==> config.mk <==
export PLATFORM = sky130hd
export DESIGN_NAME = commit_trace_fifo_flat
export DESIGN_NICKNAME = d
export VERILOG_FILES = /design/src/rtl/commit_trace_fifo_if.sv /design/src/rtl/commit_trace_fifo.sv /design/src/flat_wrapper.sv
export SDC_FILE = /design/constraint.sdc
export NUM_CORES = 1
export LEC_CHECK = 0
export BUFFER_PORTS_ARGS = -buffer_cell sky130_fd_sc_hd__clkbuf_2
export CAP_MARGIN = 20
export CORE_MARGIN = 1.5
export CORE_UTILIZATION = 40
export CTS_BUF_LIST = sky130_fd_sc_hd__clkbuf_2 sky130_fd_sc_hd__clkbuf_4 sky130_fd_sc_hd__clkbuf_8
export DETAILED_ROUTE_END_ITERATION = 6
export HOLD_SLACK_MARGIN = 0.05
export PLACE_DENSITY = 0.56
export SLEW_MARGIN = 20
export SYNTH_ARGS = -nofsm -noshare
export SYNTH_HDL_FRONTEND = slang
export SYNTH_SLANG_ARGS = --single-unit
==> constraint.sdc <==
create_clock -name clk -period 19.78 [get_ports clk]
set_input_delay 2.967 -clock clk [delete_from_list [all_inputs] [get_ports clk]]
set_output_delay 2.967 -clock clk [all_outputs]
set_load 0.01 [all_outputs]
==> src/rtl/commit_trace_fifo_if.sv <==
// rtl/commit_trace_fifo_if.sv - commit-in / trace-out signal bundle for commit_trace_fifo
// rd_stamp_o exists only when TRACE_STAMP_EN is defined.
interface commit_trace_fifo_if #(
  parameter int DEPTH      = 16,
  parameter int ADDR_WIDTH = 32,
  parameter int DATA_WIDTH = 32
);
  localparam int LW = $clog2(DEPTH) + 1;

  logic                  commit_valid_i;
  logic [ADDR_WIDTH-1:0] commit_pc_i;
  logic [DATA_WIDTH-1:0] commit_instr_i;
  logic                  rd_ready_i;
  logic                  rd_valid_o;
  logic [ADDR_WIDTH-1:0] rd_pc_o;
  logic [DATA_WIDTH-1:0] rd_instr_o;
`ifdef TRACE_STAMP_EN
  logic [31:0]           rd_stamp_o;
`endif
  logic [LW-1:0]         level_o;
  logic [31:0]           cycle_count_o;
  logic [31:0]           instr_count_o;
  logic [15:0]           drop_count_o;
  logic                  overflow_o;
  logic                  done_o;

  modport slave (
    input  commit_valid_i, commit_pc_i, commit_instr_i, rd_ready_i,
    output rd_valid_o, rd_pc_o, rd_instr_o,
`ifdef TRACE_STAMP_EN
    output rd_stamp_o,
`endif
    output level_o, cycle_count_o, instr_count_o, drop_count_o, overflow_o, done_o
  );

  modport master (
    output commit_valid_i, commit_pc_i, commit_instr_i, rd_ready_i,
    input  rd_valid_o, rd_pc_o, rd_instr_o,
`ifdef TRACE_STAMP_EN
    input  rd_stamp_o,
`endif
    input  level_o, cycle_count_o, instr_count_o, drop_count_o, overflow_o, done_o
  );
endinterface

==> src/rtl/commit_trace_fifo.sv <==
// rtl/commit_trace_fifo.sv - show-ahead retired-instruction FIFO with CPI counters and halt detect
// Optional TRACE_STAMP_EN stores a 32-bit cycle stamp per entry and drives rd_stamp_o.
module commit_trace_fifo #(
  parameter int                    DEPTH      = 16,
  parameter int                    ADDR_WIDTH = 32,
  parameter int                    DATA_WIDTH = 32,
  parameter logic [ADDR_WIDTH-1:0] HALT_PC    = 224
) (
  input  logic               clk,
  input  logic               rst,
  commit_trace_fifo_if.slave bus
);
  localparam int AW = $clog2(DEPTH);
  localparam logic [AW:0] PTR_ONE = 1;

  logic [DATA_WIDTH+ADDR_WIDTH-1:0] mem [DEPTH];
`ifdef TRACE_STAMP_EN
  logic [31:0] stamp_mem [DEPTH];
`endif

  logic [AW:0] wr_ptr, rd_ptr, level;
  logic [31:0] cycle_count, instr_count;
  logic [15:0] drop_count;
  logic        overflow, done;

  logic empty, full, pop, commit_ok, push, drop;

  assign empty     = (wr_ptr == rd_ptr);
  assign full      = (wr_ptr[AW-1:0] == rd_ptr[AW-1:0]) && (wr_ptr[AW] != rd_ptr[AW]);
  assign pop       = !empty && bus.rd_ready_i;
  assign commit_ok = bus.commit_valid_i && !done;
  // a full FIFO still accepts when the head leaves in the same cycle
  assign push      = commit_ok && (!full || pop);
  assign drop      = commit_ok && full && !pop;

  always_ff @(posedge clk) begin
    if (push) begin
      mem[wr_ptr[AW-1:0]] <= {bus.commit_instr_i, bus.commit_pc_i};
`ifdef TRACE_STAMP_EN
      stamp_mem[wr_ptr[AW-1:0]] <= cycle_count;
`endif
    end
  end

  always_ff @(posedge clk) begin
    if (!rst) begin
      wr_ptr      <= '0;
      rd_ptr      <= '0;
      level       <= '0;
      cycle_count <= '0;
      instr_count <= '0;
      drop_count  <= '0;
      overflow    <= 1'b0;
      done        <= 1'b0;
    end else begin
      if (push) wr_ptr <= wr_ptr + PTR_ONE;
      if (pop)  rd_ptr <= rd_ptr + PTR_ONE;
      case ({push, pop})
        2'b10:   level <= level + PTR_ONE;
        2'b01:   level <= level - PTR_ONE;
        default: level <= level;
      endcase
      if (!done) cycle_count <= cycle_count + 32'd1;
      if (commit_ok) instr_count <= instr_count + 32'd1;
      if (drop) begin
        overflow <= 1'b1;
        if (drop_count != 16'hFFFF) drop_count <= drop_count + 16'd1;
      end
      if (commit_ok && bus.commit_pc_i == HALT_PC) done <= 1'b1;
    end
  end

  assign bus.rd_valid_o    = !empty;
  assign bus.rd_pc_o       = mem[rd_ptr[AW-1:0]][ADDR_WIDTH-1:0];
  assign bus.rd_instr_o    = mem[rd_ptr[AW-1:0]][DATA_WIDTH+ADDR_WIDTH-1:ADDR_WIDTH];
`ifdef TRACE_STAMP_EN
  assign bus.rd_stamp_o    = stamp_mem[rd_ptr[AW-1:0]];
`endif
  assign bus.level_o       = level;
  assign bus.cycle_count_o = cycle_count;
  assign bus.instr_count_o = instr_count;
  assign bus.drop_count_o  = drop_count;
  assign bus.overflow_o    = overflow;
  assign bus.done_o        = done;
endmodule

==> src/flat_wrapper.sv <==
// flat-port wrapper written by rule: the top's interface ports become plain ports
module commit_trace_fifo_flat 
#(
  parameter int                    DEPTH      = 16,
  parameter int                    ADDR_WIDTH = 32,
  parameter int                    DATA_WIDTH = 32,
  parameter logic [ADDR_WIDTH-1:0] HALT_PC    = 224
)
  (clk, rst, bus_commit_valid_i, bus_commit_pc_i, bus_commit_instr_i, bus_rd_ready_i, bus_rd_valid_o, bus_rd_pc_o, bus_rd_instr_o, bus_level_o, bus_cycle_count_o, bus_instr_count_o, bus_drop_count_o, bus_overflow_o, bus_done_o);
  commit_trace_fifo_if #(.DEPTH(DEPTH), .ADDR_WIDTH(ADDR_WIDTH), .DATA_WIDTH(DATA_WIDTH)) bus_i ();
  input  logic clk;
  input  logic rst;
  input wire logic [$bits(bus_i.commit_valid_i)-1:0] bus_commit_valid_i;
  input wire logic [$bits(bus_i.commit_pc_i)-1:0] bus_commit_pc_i;
  input wire logic [$bits(bus_i.commit_instr_i)-1:0] bus_commit_instr_i;
  input wire logic [$bits(bus_i.rd_ready_i)-1:0] bus_rd_ready_i;
  output wire logic [$bits(bus_i.rd_valid_o)-1:0] bus_rd_valid_o;
  output wire logic [$bits(bus_i.rd_pc_o)-1:0] bus_rd_pc_o;
  output wire logic [$bits(bus_i.rd_instr_o)-1:0] bus_rd_instr_o;
  output wire logic [$bits(bus_i.level_o)-1:0] bus_level_o;
  output wire logic [$bits(bus_i.cycle_count_o)-1:0] bus_cycle_count_o;
  output wire logic [$bits(bus_i.instr_count_o)-1:0] bus_instr_count_o;
  output wire logic [$bits(bus_i.drop_count_o)-1:0] bus_drop_count_o;
  output wire logic [$bits(bus_i.overflow_o)-1:0] bus_overflow_o;
  output wire logic [$bits(bus_i.done_o)-1:0] bus_done_o;
  assign bus_i.commit_valid_i = bus_commit_valid_i;
  assign bus_i.commit_pc_i = bus_commit_pc_i;
  assign bus_i.commit_instr_i = bus_commit_instr_i;
  assign bus_i.rd_ready_i = bus_rd_ready_i;
  assign bus_rd_valid_o = bus_i.rd_valid_o;
  assign bus_rd_pc_o = bus_i.rd_pc_o;
  assign bus_rd_instr_o = bus_i.rd_instr_o;
  assign bus_level_o = bus_i.level_o;
  assign bus_cycle_count_o = bus_i.cycle_count_o;
  assign bus_instr_count_o = bus_i.instr_count_o;
  assign bus_drop_count_o = bus_i.drop_count_o;
  assign bus_overflow_o = bus_i.overflow_o;
  assign bus_done_o = bus_i.done_o;
  commit_trace_fifo #(.DEPTH(DEPTH), .ADDR_WIDTH(ADDR_WIDTH), .DATA_WIDTH(DATA_WIDTH), .HALT_PC(HALT_PC)) u_core (.clk(clk), .rst(rst), .bus(bus_i));
endmodule
==> key figures <==
Outcome
  • Run status: complete, no violations

Clock network
  • Clock sinks: 1125
  • Postcts setup bufs: 0
  • Clk buf depth: 3
  • Number of H-tree branching levels: 4
  • Skew-Pair Late Insertion Delay: 0.89 ns
  • Hold_buf cts: 0
  • CTS Root Cell: clkbuf_8
  • PostCTS Resize Cnt: 0
  • CTS tree: done
  • Clock transition at the registers of the reported paths: 0.06 ns
  • Num CTS Buffers: 187

Timing
  • Setup_tns: 0 ns
  • Final clock skew: 0.0456 ns
  • Final min period: 7.14 ns
  • Actual slew at the worst max-slew pin: 1.16 ns
  • Fmax: 0.140 GHz
  • Setup ws final: 12.64 ns
  • Final slew viol count: 0
  • Relative slew margins: 0.230
  • Tcrit/Tclk final: 0.361
  • RSZ-0062 raised after global routing: false
  • Final Hold Fails: 0
  • Final setup violating endpoints: 0

Detailed routing
  • Vias: 21100
  • DR iter-0 viols: 1803
  • DR pass1 iterations: 5
  • DRT Wirelength: 101 mm
  • Drt via density: 5.43
  • Residual DRC count: 0
  • WL/cell: 26.1 um
  • Antenna-violating nets left: 0

Floorplan
  • Rows: 120
  • I/O pin count: 220
  • Initial core utilization: 0.403
  • Chip height: 331 um
  • Die Width: 331 um
  • Die Area: 110000 um^2
  • Core ar.: 107000 um^2

Placement
  • Buffers added on ports: 219
  • Setup WS pre-CTS: 12.88 ns
  • DPL Wire Length: 52.3 mm
  • Placed Area: 46100 um^2
  • GP Congestion: 0.747

Synthesis
  • Synth unique cells: 46
  • Cell Area, Synth: 43100 um^2
  • Post-synth top area share: 0.713
  • Synth warn: 0
  • Leading cell types by total area after synthesis: edfxtp_1 (71%), mux4_2 (17%), dfxtp_1 (4.7%)
  • Syn nets: 2036
  • Area leader, netlist: edfxtp_1
  • Sequential element share of the synthesized area: 0.760
  • Post-synth ARST share: 0
  • Yosys reg bits: 1125
  • Top_reg_cell synth: edfxtp_1
  • EDFF count, synth: 1024
  • Post-Syn Instances: 1958
  • Syn avg cell area: 22.0 um^2

Finish
  • Commonest non-fill, non-tap cell in the layout: edfxtp_1
  • Area growth from synthesis to layout: 15.7%
  • Fraction of layout cells with a size suffix above 1: 0.366
  • Nets: 2400
  • Final Instance Area: 49900 um^2
  • Fin util: 0.466
  • Most frequent cells in the layout: edfxtp_1 (1024), mux4_2 (320), clkbuf_2 (219), clkbuf_8 (191), dfxtp_1 (97)

Worst setup path
  • CP top delay family: buffers and inverters
  • Bufs and invs on worst path: 3
  • Critical path's slowest cell: buf_4
  • Max FO, Critical Path: 39
  • WS Path Type: reg -> out
  • Max stage delay on crit path: 0.73 ns
  • Critical Path Start Type: flip-flop
  • Crit end category: output pin
  • Cell chain of the critical path: buf_4, buf_4, mux4_2, mux4_2, clkbuf_2
  • WP data required: 16.81 ns
  • Crit path DAT: 4.18 ns

Pwr
  • PD cells: 105 nW/um^2
  • Worst VDD drop: 0.0000530 V
  • Tot Pwr: 5.26 mW
  • Leak: 16.0 nW

GRT
  • Initial antenna violation count: 8
  • Largest net degree at the start of global routing: 73
  • Global-route wire length before repair: 149 mm
  • Grt ovf: 0
  • Vias in the first global route: 22400
  • Total GRT Usage: 0.185

Min path
  • Hold WC Path Type: reg -> reg

Run
  • Max-Cap Viols: 0
-- cell usage after synthesis (2+ instances only) --
cell and number:
edfxtp_1 1024, mux4_2 320, dfxtp_1 101, and2_1 71, clkbuf_1 50, nand2_1 48
xnor2_1 48, nand3_1 37, xor2_1 37, buf_1 25, nor2_1 24, nand4_1 18
nor2b_1 17, nor3_1 17, buf_2 15, nand2b_1 12, and4_1 11, nor4_1 11
ha_1 10, mux2i_1 9, and3_1 8, a21oi_1 6, inv_1 5, a21boi_0 4
o21a_1 3, o21ai_0 3, or3_1 3, and4b_1 2, or2_2 2
-- cell type report --
type | count | area [um^2]
Tap cell | 1403 | 1760
Multi-Input combinational cell | 738 | 10100
Sequential cell | 1125 | 32800
Antenna cell | 3 | 7.51
Fill cell | 8939 | 57100
Inverter | 5 | 18.8
Clock inverter | 82 | 577
Timing Repair Buffer | 265 | 1510
Clock buffer | 261 | 3150
-- cells by family after synthesis --
kind of cell | Yosys count | share of synthesized area
compound gates | 25 | 0.00423
xor+xnor | 85 | 0.0173
fa+ha+maj | 10 | 0.00290
buf+inv | 95 | 0.00870
flops | 1125 | 0.760
mux | 329 | 0.169
simple gates | 289 | 0.0381
-- registers in the layout, summed over array words and instances (netlist names), named ones only --
name and count:
u_core.bus.level_o 5, u_core.bus.drop_count_o 16, u_core.rd_ptr 5, u_core.bus.instr_count_o 32, u_core.bus.cycle_count_o 32, u_core.mem 1024
u_core.bus.done_o 1, u_core.wr_ptr 5, u_core.bus.overflow_o 1
-- report_power, final --
part	total, mW	internal, mW	switching (mW)
logic	0.577	0.293	0.283
clock network	2.03	1.09	0.942
registers	2.65	2.63	0.0250
total	5.26	4.00	1.25
-- through the flow --
step                      std cells  hold slack (ns)
after detailed placement       3535            0.466
after CTS                      3878            0.480
after global placement         3533            0.457
final                          3882            0.482
after floorplan                1958            0.486
after global routing           3881            0.497
-- tightest hold or removal path, stage by stage, from the launching register on --
cell	delay [ns]
dfxtp_1	0.32
nand2_1	0.05
mux2i_1	0.06
-- per-layer routing --
layer  wire length, um  global-route usage
met5                80                   0
met4              1710              0.0542
met3              7500              0.0496
met2             48500               0.291
met1             43700               0.255
-- worst paths after layout --
kind / startpoint / end / slack, ns / cells past startpoint
worst min register to register: u_core.bus.level_o[4] / u_core.bus.level_o[4] / 0.48 / 2
worst min-delay path: u_core.bus.level_o[4] / u_core.bus.level_o[4] / 0.48 / 2
worst max-delay path: flip-flop / bus_rd_pc_o[21] / 12.64 / 5
worst max register to register: u_core.wr_ptr[4] / u_core.mem[11][59] / 15.68 / 7
No activity file was read; power rests on OpenSTA's default activity.
